$ cat src/rtl/seq_det_pkg.sv
// Shared types and helpers for the serial pattern-detection run controller.
package seq_det_pkg;

  localparam int MAXLEN_DEF = 8;
  localparam int CNTW_DEF   = 8;

  typedef enum logic [1:0] {
    IDLE = 2'd0,
    RUN  = 2'd1,
    DONE = 2'd2
  } state_e;

  function automatic logic cfg_valid(input int len, input int maxlen, input logic target_nz);
    if ((len >= 1) && (len <= maxlen) && target_nz) begin
      return 1'b1;
    end else begin
      return 1'b0;
    end
  endfunction

endpackage

$ cat src/rtl/seq_det_ctrl_window.sv
// History shift register with saturating fill count and length-masked pattern compare.
module seq_window
  import seq_det_pkg::*;
#(
  parameter int MAXLEN = MAXLEN_DEF,
  localparam int LW    = $clog2(MAXLEN + 1)
) (
  input  logic              clk,
  input  logic              rst,
  input  logic              shift,
  input  logic              bit_in,
  input  logic              clear_fill,
  input  logic              clear_all,
  input  logic [LW-1:0]     len,
  input  logic [MAXLEN-1:0] pattern,
  output logic              hit
);

  logic [MAXLEN-2:0] hist_q;
  logic [LW-1:0]     fill_q;
  logic [MAXLEN-1:0] window_s;
  logic [MAXLEN-1:0] mask_s;
  logic [LW:0]       fill_p1_s;

  assign window_s = {hist_q, bit_in};

  // Match when enough bits have arrived and the low len bits of the window equal the pattern.
  always_comb begin
    mask_s    = {MAXLEN{1'b0}};
    fill_p1_s = {1'b0, fill_q} + {{LW{1'b0}}, 1'b1};
    for (int i = 0; i < MAXLEN; i++) begin
      mask_s[i] = (i < int'(len));
    end
    if (shift && (len != {LW{1'b0}}) && (fill_p1_s >= {1'b0, len}) &&
        (((window_s ^ pattern) & mask_s) == {MAXLEN{1'b0}})) begin
      hit = 1'b1;
    end else begin
      hit = 1'b0;
    end
  end

  // History and fill tracking; fill saturates so arbitrarily long runs never wrap.
  always_ff @(posedge clk) begin
    if (rst || clear_all) begin
      hist_q <= {(MAXLEN-1){1'b0}};
      fill_q <= {LW{1'b0}};
    end else if (shift) begin
      hist_q <= window_s[MAXLEN-2:0];
      if (clear_fill) begin
        fill_q <= {LW{1'b0}};
      end else if (fill_q != LW'(MAXLEN)) begin
        fill_q <= fill_q + LW'(1);
      end else begin
        fill_q <= fill_q;
      end
    end else begin
      hist_q <= hist_q;
      fill_q <= fill_q;
    end
  end

endmodule

$ cat src/rtl/seq_det_ctrl.sv
// Run controller: shadow config, IDLE/RUN/DONE sequencing, match counting and
// registered status pulses around the seq_window compare datapath.
module seq_det_ctrl
  import seq_det_pkg::*;
#(
  parameter int MAXLEN = MAXLEN_DEF,
  parameter int CNTW   = CNTW_DEF,
  localparam int LW    = $clog2(MAXLEN + 1)
) (
  input  logic              clk,
  input  logic              rst,
  input  logic              cfg_we,
  input  logic [MAXLEN-1:0] cfg_pattern,
  input  logic [LW-1:0]     cfg_len,
  input  logic              cfg_overlap,
  input  logic [CNTW-1:0]   cfg_target,
  input  logic              start,
  input  logic              abort,
  input  logic              in,
  input  logic              in_valid,
  output logic              busy,
  output logic              done,
  output logic              match,
  output logic [CNTW-1:0]   match_count,
  output logic              cfg_err
);

  state_e            state_q;
  logic [MAXLEN-1:0] pat_q;
  logic [LW-1:0]     len_q;
  logic              ovl_q;
  logic [CNTW-1:0]   tgt_q;
  logic [CNTW-1:0]   cnt_q;
  logic              busy_q, done_q, match_q, err_q;

  logic [LW-1:0]     len_d;
  logic [CNTW-1:0]   tgt_d;
  logic [CNTW-1:0]   cnt_d;
  logic              start_ok_s, shift_s, hit_s, clear_fill_s, clear_all_s;

  // A same-edge config write is what the start check must see.
  always_comb begin
    if (cfg_we) begin
      len_d = cfg_len;
      tgt_d = cfg_target;
    end else begin
      len_d = len_q;
      tgt_d = tgt_q;
    end
    start_ok_s   = cfg_valid(int'(len_d), MAXLEN, (tgt_d != {CNTW{1'b0}}));
    shift_s      = (state_q == RUN) && in_valid;
    cnt_d        = cnt_q + CNTW'(1);
    clear_fill_s = hit_s && !ovl_q;
    clear_all_s  = (state_q != RUN);
  end

  seq_window #(.MAXLEN(MAXLEN)) u_window (
    .clk        (clk),
    .rst        (rst),
    .shift      (shift_s),
    .bit_in     (in),
    .clear_fill (clear_fill_s),
    .clear_all  (clear_all_s),
    .len        (len_q),
    .pattern    (pat_q),
    .hit        (hit_s)
  );

  // Control FSM; DONE spans two cycles so done is a registered pulse before IDLE.
  always_ff @(posedge clk) begin
    if (rst) begin
      state_q <= IDLE;
      pat_q   <= {MAXLEN{1'b0}};
      len_q   <= {LW{1'b0}};
      ovl_q   <= 1'b0;
      tgt_q   <= {CNTW{1'b0}};
      cnt_q   <= {CNTW{1'b0}};
      busy_q  <= 1'b0;
      done_q  <= 1'b0;
      match_q <= 1'b0;
      err_q   <= 1'b0;
    end else begin
      done_q  <= 1'b0;
      match_q <= 1'b0;
      err_q   <= 1'b0;
      case (state_q)
        IDLE: begin
          if (cfg_we) begin
            pat_q <= cfg_pattern;
            len_q <= cfg_len;
            ovl_q <= cfg_overlap;
            tgt_q <= cfg_target;
          end
          if (start) begin
            if (start_ok_s) begin
              state_q <= RUN;
              busy_q  <= 1'b1;
              cnt_q   <= {CNTW{1'b0}};
            end else begin
              err_q <= 1'b1;
            end
          end
        end
        RUN: begin
          if (abort) begin
            state_q <= IDLE;
            busy_q  <= 1'b0;
          end else if (hit_s) begin
            match_q <= 1'b1;
            cnt_q   <= cnt_d;
            if (cnt_d == tgt_q) begin
              state_q <= DONE;
              busy_q  <= 1'b0;
            end
          end
        end
        DONE: begin
          if (done_q) begin
            state_q <= IDLE;
          end else begin
            done_q <= 1'b1;
          end
        end
        default: begin
          state_q <= IDLE;
          busy_q  <= 1'b0;
        end
      endcase
    end
  end

  assign busy        = busy_q;
  assign done        = done_q;
  assign match       = match_q;
  assign match_count = cnt_q;
  assign cfg_err     = err_q;

endmodule

$ cat config.mk
export PLATFORM = sky130hd
export DESIGN_NAME = seq_det_ctrl
export DESIGN_NICKNAME = d
export VERILOG_FILES = /design/src/rtl/seq_det_pkg.sv /design/src/rtl/seq_det_ctrl_window.sv /design/src/rtl/seq_det_ctrl.sv
export SDC_FILE = /design/constraint.sdc
export NUM_CORES = 1
export LEC_CHECK = 0
export BUFFER_PORTS_ARGS = -buffer_cell sky130_fd_sc_hd__buf_4
export CELL_PAD_IN_SITES_DETAIL_PLACEMENT = 1
export CELL_PAD_IN_SITES_GLOBAL_PLACEMENT = 1
export CORE_ASPECT_RATIO = 1.4
export CORE_UTILIZATION = 42
export DETAILED_ROUTE_END_ITERATION = 7
export PLACE_DENSITY_LB_ADDON = 0.1
export SLEW_MARGIN = 20
export SYNTH_ARGS = -nofsm -noshare
export SYNTH_HDL_FRONTEND = slang
export SYNTH_SLANG_ARGS = --single-unit
$ cat constraint.sdc
create_clock -name clk -period 2.7 [get_ports clk]
set_clock_uncertainty 0.2 [all_clocks]
set_input_delay 0.81 -clock clk [delete_from_list [all_inputs] [get_ports clk]]
set_output_delay 0.81 -clock clk [all_outputs]
set_load 0.05 [all_outputs]
Yosys cells after proc, flatten, opt, wreduce, memory -nomap -nowiden
Cells that the tools add are included.
Word-level totals
  flip-flop bits (word level): 46
  input port bits: 28
  output and inout bits: 12
  logic and storage cells: 94
Cells by class
  $add $sub $neg: 3
  magnitude comparators: 11
  equal/unequal tests: 12
  muxes and demuxes: 27
  bitwise logic cells: 6
  reductions and logical operators: 23
Operator list (count)
  8-bit two-way mux: 5
  3-bit by 4-bit less-than comparator with 1-bit output, first input constant: 4
  8-bit one-hot mux with 2 select lines: 1
  5-bit AND reduction: 3
  2-bit two-way mux: 6
  4-bit two-way mux: 3
  1-bit two-way mux: 10
  2-bit inequality test, second input constant: 5
  8-bit by 1-bit adder with 8-bit output, second input constant: 1
  8-bit bitwise AND: 1
  8-bit equality test: 1
  8-bit logical NOT: 1
  1-bit by 4-bit less-than comparator with 1-bit output, first input constant: 2
  2-bit by 4-bit less-than comparator with 1-bit output, first input constant: 2
  8-bit nonzero test: 1
  8-bit bitwise XOR: 1
  1-bit logical AND: 7
  2-bit one-hot mux with 3 select lines: 1
  3-bit OR reduction: 2
  4-bit by 1-bit adder with 5-bit output, second input constant: 1
  5-bit by 4-bit greater-or-equal comparator with 1-bit output: 1
  4-bit by 1-bit adder with 4-bit output, second input constant: 1
  4-bit by 1-bit greater-or-equal comparator with 1-bit output, second input constant: 1
  4-bit less-or-equal comparator, second input constant: 1
  other kinds (15): 20

Logic depth before layout (Yosys ltp)
Gate-level depths: netlist of run 1.
  depth in word-level cells: 9
  gate-level depth with buffers: 8
  depth with buffers taken out: 8

Modules after synthesis
From an unflattened synthesis of run 1, not the netlist that was laid out.
Unflattened totals
  cell total of the unflattened synthesis: 279
  area, all modules: 2317.2 um^2
Modules (own cells, without submodules)
  seq_det_ctrl: instances 1, cells each 195, area an instance 1586.5 um^2, seq. area each 700.7 um^2
  seq_window: instances 1, cells each 84, area an instance 730.7 um^2, seq. area each 220.2 um^2

Worst setup path before layout of run 1
OpenSTA, ideal clock, no wires.
  kind: input to register
  from: input in_valid
  to: register cnt_q[6] (netlist: match_count[6])
  setup time: 0.122 ns
  data arrival time: 2.305 ns
  data required time: 2.378 ns
  setup slack: 0.073 ns
  stages: 7
  buffers on the path: 1
  cell sequence: buf_2 -> nand3b_1 -> nor3_1 -> and2_4 -> nand4_4 -> and3_4 -> a221o_1
Between the ends
  word-level cells in the longest chain between the ends: 7
Ends and longest elaborated chain
  start: declaration: RTL line seq_det_ctrl.sv:20  | input logic in_valid,
  1-bit logical AND: RTL line seq_det_ctrl.sv:51  | shift_s = (state_q == RUN) && in_valid;
  1-bit logical AND (3 in a row): RTL line seq_det_ctrl_window.sv:34  | if (shift && (len != {LW{1'b0}}) && (fill_p1_s >= {1'b0, len}) &&
  1-bit two-way mux: RTL line seq_det_ctrl_window.sv:34
  2-bit inequality test (no line)
  5-bit AND reduction (no line)
  end signal: assignment: RTL line seq_det_ctrl.sv:77  | cnt_q <= {CNTW{1'b0}};
  end signal: assignment: RTL line seq_det_ctrl.sv:98  | cnt_q <= {CNTW{1'b0}};
  end signal: assignment: RTL line seq_det_ctrl.sv:110  | cnt_q <= cnt_d;
  end: declaration: RTL line seq_det_ctrl.sv:33  | logic [CNTW-1:0] cnt_q;
No other way between the ends.
A chain may end at the register's enable or synchronous reset.

Worst setup path after layout of run 1
  from: register u_window.fill_q[0]
  to: register cnt_q[6] (netlist: match_count[6])
Between the ends
  word-level cells in the longest chain between the ends: 7
Ends and longest elaborated chain
  start: declaration: RTL line seq_det_ctrl_window.sv:20  | logic [LW-1:0] fill_q;
  start signal: assignment: RTL line seq_det_ctrl_window.sv:46  | fill_q <= {LW{1'b0}};
  start signal: assignment: RTL line seq_det_ctrl_window.sv:50  | fill_q <= {LW{1'b0}};
  start signal: assignment: RTL line seq_det_ctrl_window.sv:52  | fill_q <= fill_q + LW'(1);
  4-bit by 1-bit adder with 5-bit output: RTL line seq_det_ctrl_window.sv:30  | fill_p1_s = {1'b0, fill_q} + {{LW{1'b0}}, 1'b1};
  5-bit by 4-bit greater-or-equal comparator with 1-bit output: RTL line seq_det_ctrl_window.sv:34
  1-bit logical AND (2 in a row): RTL line seq_det_ctrl_window.sv:34
  1-bit two-way mux: RTL line seq_det_ctrl_window.sv:34
  2-bit inequality test (no line)
  5-bit AND reduction (no line)
No other way between the ends.

==> impl_results.md, run 1 <==
* Status: completed
* Largest net degree at the start of global routing at 32
* DR vias at 2446
* P_leak at 1.259 nW
* Global Route Usage Sum at around a quarter
* Top-area cell type share of the netlist area at 36.29%
* Share of layout cells above drive strength 1 at 20.51%
* Final hold viol count at 0
* Largest family of logic cells by synthesized area: simple AND/OR/NAND/NOR gates
* Max FO, Critical Path at 5
* Post-synth EDFFs at 0
* Die Ht at 93.97 um
* Power per cell area at around 480 mW/mm^2
* Post-synth ARST share at 0%
* Reg-to-reg critical path endpoint: match_count[6]
* DP HPWL at 5.234 mm
* Hold Path Class: register to register
* Tot Pwr at 1.478 mW
* Post-DR vias/cell at 5.742
* Worst Tran Pin Value at around 0.47 ns
* First-pass DRT Iterations at 4
* Critical path startpoint category: register
* Relative slew slack at ~68%
* Xor and xnor area share after synthesis at between 5 and 6%
* Setup Viol. Count Final at 0
* Slew Viols, Final at 0
* Initial antenna violation count at 0
* Mux cell area share after synthesis at 2.761%
* GPL Wtd Cong at 0.8321
* Area grow syn2layout at 20.71%
* DRT iter0 DRCs at 103
* First-pass GRT wire length at 11.35 mm
* Placed insts at between 400 and 500
* Post-synthesis sequential area ratio at about 36%
* RR Startpoint: u_window.fill_q[0]
* Antenna Nets Post-Route at 0
* Final worst slack at 0.1491 ns
* Die X at 67.69 um
* PortBufs at 39
* Worst Setup End Kind: register
* Final wirelength at 6.893 mm
* Compound-Gate Fraction of Synth Area at about a fifth
* Core Rows at 33
* Syn_area_per_cell at 8.159 um^2
* Vias in the first global route at 2433
* Yosys warns at 0
* Most frequent cells after synthesis: 51 x nand2_1, 46 x dfxtp_1, 26 x a21oi_1, 22 x nor2_1, 14 x nand3_1
* Count leader, synth: nand2_1
* Max layer used: met4
* Max Cap Viol at 0
* Net Count, Synth at 346
* Clk slew on worst S/H paths at around 0.090 ns
* Clock H-tree levels at 2
* RSZ-0062 raised after global routing: no
* CORE AREA at 0.005822 mm^2
* # hold bufs at CTS at 0
* Diode count at 0
* Ports at 40
* Syn Std Cell Area at between 0.002 and 0.003 mm^2
* Min-Delay Path Depth at 2
* Initial Utilization at between 40% and 50%
* Clk root buf: clkbuf_8
* CP required at 2.69 ns
* Routed wire per std cell at 16.18 um
* GRT overflow at 0
* Residual DRC at 0
* Post-layout nets at 390
* Synth Area in Adders at under 10%
* Count of cell types in the netlist at 60
* FF-to-FF path depth at 8
* Post-synthesis register bit count at 46
* Worst hold endpoint: pat_q[2]
* Total clock sinks at between 40 and 50
* CP Data Arrival Time at 2.54 ns
* HP Start: pat_q[2]
* Die Area at 0.006360 mm^2
* Max rail drop VDD at approximately 0.00033 V
* Setup TNS at 0 ns
* Num CTS Buffers at 5
* FMAX at 392.0 MHz
* Worst hold margin at 0.2705 ns
* Simple-gate share of the synthesized area at 28.01%
* Fin cells at roughly 430
* Synth area leader: dfxtp_1
* Synth area leaders: dfxtp_1 36%, nand2_1 7.5%, a21oi_1 5.1%
* Clk Latency, worst-skew pair at 0.30 ns
* Post-synth top flop: dfxtp_1
* Critical setup path kind: register to register
* Period utilization at ~94%
* Setup Slack @ Placement at between 0.015 and 0.02 ns
* CTS tree: built
* Setup slack, reg-to-reg at 0.15 ns
* Routed wl met2 at about 3.6 mm
* Min Tclk post-route at 2.551 ns
* CTS Buffer Depth at 2
* Cells after synthesis at 311
* Met1 wire length at 2.909 mm
* Routed met3 length at 169 um
[power by group]
part	switching, mW	total (mW)	internal, mW
Sequential	0.0323	0.737	0.705
Clock	0.231	0.490	0.259
Combinational	0.137	0.251	0.113
Total	0.401	1.48	1.08
[worst max-delay path, cell delays in order, from the launching register on]
cell and delay, ns:
dfxtp_1 0.44, inv_1 0.10, ha_1 0.33, ha_1 0.28
a211oi_1 0.26, o21ai_2 0.15, buf_4 0.16, nor3b_2 0.19
a221o_1 0.33
[layout by cell type, fill, tap and decap left out, types with 2 or more instances in the layout]
cell       Yosys  final
buf_4          0     54
nand2_1       51     51
dfxtp_1       46     46
a21oi_1       26     26
nor2_1        22     22
nand3_1       14     14
inv_1         12     12
xnor2_1        9      9
and3_1         9      9
xor2_1         8      8
clkbuf_8       0      8
nand2b_1       7      7
mux2i_1        7      7
ha_1           7      6
nor4_1         5      5
nor3b_1        5      5
nand4_1        5      5
a221o_1        4      4
o21ai_0        3      3
a211oi_1       3      3
a31oi_1        3      3
o22ai_1        3      3
and2_1         2      2
nor3_1         2      2
o31a_1         2      2
nor4b_1        2      2
nor2b_1        2      2
o21a_1         2      2
o2bb2ai_1      2      2
o2111ai_1      2      2
o311ai_1       2      2
[per-stage QoR]
stage	utilization [%]	area, um^2
floorplan	-	2537
global placement	50.40	2934
detailed placement	50.40	2934
CTS	52.29	3044
global route	52.61	3063
finish	52.61	3063
[layer usage]
metal	track usage, %	vias up
met5	0	-
met4	10.46	0
met3	3.762	12
met2	41.09	41
met1	26.99	1189
li1	-	1204
[kinds of logic after synthesis]
family,count (synthesis)
muxes,7
AOI/OAI and AO/OA,68
DFF,46
adders and majority gates,7
buffers and inverters,29
xor gates and xnor gates,17
and+or+nand+nor,137
[worst max path at each step]
stage | slack (ns) | to | from
final | 0.15 | match_count[6] | u_window.fill_q[0]
after global routing | 0.006 | state_q[0] | u_window.fill_q[0]
after CTS | 0.14 | state_q[0] | u_window.fill_q[0]
after detailed placement | 0.02 | match_count[4] | cfg_len[0]
after global placement | 0.005 | match_count[6] | cfg_len[0]
after floorplan | 0.07 | match_count[6] | in_valid
[flip-flops by register name (all words and copies together), names as in the netlist]
signal           count
u_window.fill_q      4
state_q              2
done                 1
tgt_q                8
pat_q                8
u_window.hist_q      7
cfg_err              1
len_q                4
ovl_q                1
match_count          8
busy                 1
match                1
[layout make-up]
class / count / area, um^2
timing repair buffer: 54 / 405.4
sequential: 46 / 920.9
fill: 730 / 2759
tap: 70 / 87.58
inverter: 12 / 45.04
clock buffer: 8 / 110.1
multi-input combinational: 236 / 1494
[timing repair]
item,CTS,global route
setup buffers,0,2
gates resized for setup,0,2
setup endpoints to repair,0,1
Note: power is estimated with default switching activity, not from simulation.
==> run 2, diff against run 1 <==
--- a/config.mk
+++ b/config.mk
@@ -11,6 +11,7 @@
 export CORE_ASPECT_RATIO = 1.4
 export CORE_UTILIZATION = 42
 export DETAILED_ROUTE_END_ITERATION = 7
+export GPL_TIMING_DRIVEN = 0
 export PLACE_DENSITY_LB_ADDON = 0.1
 export SLEW_MARGIN = 20
 export SYNTH_ARGS = -nofsm -noshare
==> run 2 against run 1 <==
Compared with the run above:
- hold slack better by 0.0034 ns
- via count down 0.53%
- fmax down 4.8%
- combinational power rose by 2%
- sequential power is 0.8% lower
- sequential cell count is the same
- core utilization is 0.41 points lower
- largest cell class unchanged
==> impl_results.md, run 2 (synthesized netlist as in run 1, its figures left out) <==
* Final wirelength at 6.984 mm (+1.3%)
* Reg-to-reg critical path endpoint: match_count[2]
* Power per cell area at 495.9 mW/mm^2 (+2.8%)
* Setup slack, reg-to-reg at 0.02 ns (-0.13 ns)
* Setup crit end: match_count[2]
* Tot Pwr at 1.507 mW (+2.0%)
* Die X at 67.69 um (unchanged)
* P_leak at 1.233 nW (-2.0%)
* PortBufs at 38 (-2.6%)
* Period utilization at 99.23% (+4.8 points)
* Largest net degree at the start of global routing at 15 (-53%)
* Max FO, Critical Path at 10 (+5)
* First-pass DRT Iterations at 4 (unchanged)
* Worst Tran Pin Value at 0.5942 ns (+0.1248 ns)
* Setup Viol. Count Final at 0 (unchanged)
* Clk slew on worst S/H paths at 0.09 ns (about the same)
* Met1 usage at 26.54% (-0.45 points)
* First-pass GRT wire length at 11.23 mm (-1.1%)
* Die Area at 0.006360 mm^2 (unchanged)
* CP required at 2.70 ns (about the same)
* Slew Viols, Final at 0 (unchanged)
* Relative slew slack at 60.39% (-8.0 points)
* Initial Utilization at 43.58% (unchanged)
* DRT iter0 DRCs at 99 (-3.9%)
* Min Tclk post-route at 2.679 ns (+0.1283 ns)
* FF-to-FF path depth at 7 (-1)
* Clock H-tree levels at 2 (unchanged)
* RSZ-0062 raised after global routing: yes
* Post-DR vias/cell at 5.671 (-1.2%)
* Core Rows at 33 (unchanged)
* Max rail drop VDD at 0.0003016 V (-7.5%)
* Num CTS Buffers at 5 (unchanged)
* Ports at 40 (unchanged)
* FMAX at 373.2 MHz (-4.8%)
* Max Cap Viol at 0 (unchanged)
* CORE AREA at 0.005822 mm^2 (unchanged)
* Share of layout cells above drive strength 1 at 17.55% (-3.0 points)
* RR Startpoint: len_q[3]
* Post-Route Utilization at 52.20% (-0.41 points)
* Vias in the first global route at 2361 (-3.0%)
* DR vias at 2433 (-0.53%)
* Grt met2 use at 43.40% (+2.3 points)
* Residual DRC at 0 (unchanged)
* Clk Latency, worst-skew pair at 0.30 ns (about the same)
* Routed wire per std cell at 16.28 um (+0.61%)
* Diode count at 0 (unchanged)
* Most common cell after layout, fill and taps aside: nand2_1
* Final hold viol count at 0 (unchanged)
* Critical path startpoint category: register
* Global Route Usage Sum at 23.64% (+0.15 points)
* Status: completed
* CTS tree: built
* Antenna Nets Post-Route at 0 (unchanged)
* # hold bufs at CTS at 0 (unchanged)
* Initial antenna violation count at 0 (unchanged)
* Critical setup path kind: register to register
* GR peak layer: met2
* CP Data Arrival Time at 2.68 ns (+0.14 ns)
* Clk root buf: clkbuf_8
* GRT overflow at 0 (unchanged)
* Met3 Usage GRT at 3.883% (+0.12 points)
* GPL Wtd Cong at 0.8036 (-3.4%)
* Total clock sinks at 46 (unchanged)
* Hold Path Class: register to register
* Die Ht at 93.97 um (unchanged)
* Most frequent cells in the layout: 51 x nand2_1, 46 x dfxtp_1, 40 x buf_4
* CTS Buffer Depth at 2 (unchanged)
* Final-layout fill cell count at 728 (-0.27%)
* DP HPWL at 5.305 mm (+1.4%)
* Post-layout nets at 393 (+0.77%)
* Worst setup path startpoint: len_q[3]
* Worst Setup End Kind: register
* Area grow syn2layout at 19.77%
## run 2: changes by cell type in the layout (fill, tap and decap cells not counted), sizes merged
cell | before | now
buf | 54 | 45
clkbuf | 8 | 17
clkinv | 0 | 2
bufinv | 0 | 1
## run 2: final cells by class
cell class | instances | area [um^2] | share of cell area (%)
plain buffers | 17 | 81.33 | 2.676
repair buffers | 40 | 300.3 | 9.881
clock inverters | 3 | 40.04 | 1.317
well taps | 70 | 87.58 | 2.882
inverters | 12 | 45.04 | 1.482
flip-flops and latches | 46 | 920.9 | 30.30
clock buffers | 5 | 68.82 | 2.264
multi-input cells | 236 | 1495 | 49.20
## run 2: routing by layer
layer | routed length [um] | share of wire (%)
met5 | 0 | 0
met4 | 127 | 1.8
met3 | 167 | 2.4
met2 | 3801 | 54
met1 | 2888 | 41
## run 2: worst min path at each step
stage               startpoint       end  slack [ns]  depth (start not counted)
floorplan             pat_q[7]  pat_q[7]        0.25                          2
global placement      pat_q[3]  pat_q[3]        0.26                          2
detailed placement    pat_q[3]  pat_q[3]        0.26                          2
CTS                   pat_q[3]  pat_q[3]        0.28                          2
global route          pat_q[1]  pat_q[1]        0.30                          2
finish                pat_q[0]  pat_q[0]        0.27                          2
## run 2: timing repair
action | 4_1_cts | 5_1_grt
setup buffers | 0 | 2
endpoints found under the hold margin | 0 | 0
resized for setup | 0 | 1
endpoints found under the setup margin | 0 | 7
## run 2: worst max-delay path, stage by stage, from the launching register on
cell and delay (ns):
dfxtp_1 0.31, buf_2 0.18, or3_1 0.32, a222oi_1 0.53, and2_4 0.28, nand4_4 0.16, and3_4 0.26, a221o_1 0.34
## run 2: through the flow
stage | setup TNS [ns] | hold slack, ns | instances | instance area, um^2 | worst slack, ns
after detailed placement | -2.304 | 0.2647 | 419 | 2910 | -0.3012
final | 0 | 0.2740 | 429 | 3039 | 0.02077
after floorplan | 0 | 0.2478 | 311 | 2537 | 0.07299
after global placement | -1.653 | 0.2553 | 419 | 2910 | -0.2423
after global routing | -0.5914 | 0.3029 | 429 | 3039 | -0.09623
after CTS | 0 | 0.2773 | 427 | 3019 | 0.01748
## run 2: report_power, final
| part | switching, mW | leakage (nW) | total (mW) | internal, mW |
|---|---|---|---|---|
| registers | 0.0257 | 0.375 | 0.731 | 0.705 |
| clock network | 0.248 | 0.0579 | 0.521 | 0.273 |
| logic | 0.147 | 0.801 | 0.256 | 0.108 |
==> run 3, diff against run 2 <==
--- a/config.mk
+++ b/config.mk
@@ -9,7 +9,8 @@
 export CELL_PAD_IN_SITES_DETAIL_PLACEMENT = 1
 export CELL_PAD_IN_SITES_GLOBAL_PLACEMENT = 1
 export CORE_ASPECT_RATIO = 1.4
-export CORE_UTILIZATION = 42
+export CORE_UTILIZATION = 43
+export CTS_BUF_LIST = sky130_fd_sc_hd__clkbuf_2 sky130_fd_sc_hd__clkbuf_4 sky130_fd_sc_hd__clkbuf_8
 export DETAILED_ROUTE_END_ITERATION = 7
 export GPL_TIMING_DRIVEN = 0
 export PLACE_DENSITY_LB_ADDON = 0.1
==> run 3 against run 2 <==
Compared with the run above:
- cell count is the same
- via count shrank 0.12%
- global-route usage grew 0.74 points
- final area is essentially flat
- largest power group unchanged
- setup slack gained 0.075 ns
- hold slack is essentially flat
==> impl_results.md, run 3 (synthesized netlist as in run 1, its figures left out) <==
* Min Tclk post-route at 2.604 ns (-0.07495 ns)
* Vias in the first global route at 2446 (+3.6%)
* Num CTS Buffers at 5 (unchanged)
* Clock H-tree levels at 2 (unchanged)
* Share of layout cells above drive strength 1 at 18.01% (+0.46 points)
* GRT overflow at 0 (unchanged)
* Clk slew on worst S/H paths at 0.09 ns (about the same)
* Largest net degree at the start of global routing at 14 (-1)
* Final wirelength at 7.004 mm (+0.29%)
* Clk root buf: clkbuf_8
* Worst Tran Pin Value at 0.5956 ns (+0.001407 ns)
* DR vias at 2430 (-0.12%)
* Max Cap Viol at 0 (unchanged)
* Antenna Nets Post-Route at 0 (unchanged)
* Worst hold margin at 0.2742 ns (+0.0002710 ns)
* Worst Setup End Kind: register
* First-pass GRT wire length at 11.52 mm (+2.6%)
* Relative slew slack at 60.30% (-0.094 points)
* Residual DRC at 0 (unchanged)
* Critical path startpoint category: register
* Setup Viol. Count Final at 0 (unchanged)
* Ports at 40 (unchanged)
* CORE AREA at 0.005605 mm^2 (-3.7%)
* Die X at 66.93 um (-1.1%)
* Routed wire per std cell at 16.33 um (+0.29%)
* Die Area at 0.006217 mm^2 (-2.3%)
* Die Ht at 92.89 um (-1.1%)
* Setup slack, reg-to-reg at 0.1 ns (+0.07 ns)
* Area after DPL at 0.002908 mm^2 (about the same)
* Most frequent cells in the layout: 51 x nand2_1, 46 x dfxtp_1, 42 x buf_4
* Post-DR vias/cell at 5.664 (-0.12%)
* Global Route Usage Sum at 24.38% (+0.74 points)
* CTS tree: built
* Final instance area at 0.003040 mm^2 (about the same)
* P_leak at 1.238 nW (+0.37%)
* Final-layout fill cell count at 721 (-0.96%)
* Clk Latency, worst-skew pair at 0.30 ns (about the same)
* Power per cell area at 478.0 mW/mm^2 (-3.6%)
* FMAX at 384.0 MHz (+2.9%)
* Most common cell after layout, fill and taps aside: nand2_1
* GPL Wtd Cong at 0.7713 (-4.0%)
* Diode count at 0 (unchanged)
* Critical setup path kind: register to register
* Hold Path Class: register to register
* First-pass DRT Iterations at 4 (unchanged)
* Max FO, Critical Path at 10 (unchanged)
* Initial antenna violation count at 0 (unchanged)
* PortBufs at 38 (unchanged)
* Total clock sinks at 46 (unchanged)
* Area grow syn2layout at 19.82% (about the same)
* DRT iter0 DRCs at 156 (+58%)
* DP HPWL at 5.216 mm (-1.7%)
* CP Data Arrival Time at 2.60 ns (-0.08 ns)
* Initial Utilization at 45.27% (+1.7 points)
* RSZ-0062 raised after global routing: no
* CTS Buffer Depth at 2 (unchanged)
* Tot Pwr at 1.453 mW (-3.6%)
* Final hold viol count at 0 (unchanged)
* CP required at 2.70 ns (about the same)
* Reg area at 920.9 um^2 (unchanged)
* Status: completed
* Multi-input combinational cell area at 0.001498 mm^2 (+0.17%)
* Max rail drop VDD at 0.0003772 V (+25%)
* Post-Route Utilization at 54.24% (+2.0 points)
* Slew Viols, Final at 0 (unchanged)
* Core Rows at 32 (-3.0%)
* Period utilization at 96.45% (-2.8 points)
* Post-layout nets at 395 (+0.51%)
-- run 3: path summary, 6_finish.rpt --
kind	depth (start not counted)	to	from
worst min-delay path	2	pat_q[7]	pat_q[7]
worst max register to register	8	match_count[6]	len_q[3]
worst max-delay path	8	match_count[6]	len_q[3]
worst min register to register	2	pat_q[7]	pat_q[7]
-- run 3: critical path: stages, from the launching register on --
cell      delay, ns
dfxtp_1        0.32
buf_2          0.18
or3_1          0.35
a222oi_1       0.34
buf_4          0.18
and2_4         0.16
nand4_4        0.17
and3_4         0.26
a221o_1        0.33
-- run 3: what timing repair did --
| action | CTS | global route |
|---|---|---|
| hold buffers | 0 | 0 |
| gates resized for setup | 0 | 1 |
| setup buffers | 0 | 4 |
| setup endpoints to repair | 0 | 6 |
-- run 3: layout make-up --
| cell class | instances | area share (%) |
|---|---|---|
| tap | 68 | 2.798 |
| timing repair buffer | 42 | 10.37 |
| buffer | 17 | 2.675 |
| sequential | 46 | 30.29 |
| clock buffer | 7 | 2.963 |
| multi-input combinational | 236 | 49.26 |
| clock inverter | 1 | 0.1646 |
| inverter | 12 | 1.481 |
-- run 3: power breakdown --
part / leakage [nW] / total (mW) / switching [mW] / internal (mW)
clock: 0.0517 / 0.459 / 0.242 / 0.217
combinational: 0.811 / 0.264 / 0.151 / 0.112
sequential: 0.375 / 0.731 / 0.0256 / 0.705
total: 1.24 / 1.45 / 0.419 / 1.03
-- run 3: layer usage --
layer	share of wire (%)	routed length, um	global-route usage (%)	vias to the layer above
li1	-	-	-	1211
met1	42	2936	28.42	1168
met2	54	3808	44.36	44
met3	2.5	172	3.325	7
met4	1.2	86	7.624	0
met5	0	0	0	-
-- run 3: through the flow --
stage	setup TNS, ns	std cells	worst slack, ns
6_report	0	429	0.09572
5_1_grt	0	429	0.02651
2_1_floorplan	0	311	0.07299
4_1_cts	0	425	0.04071
3_5_place_dp	-1.623	417	-0.2508
3_3_place_gp	-1.533	417	-0.2276
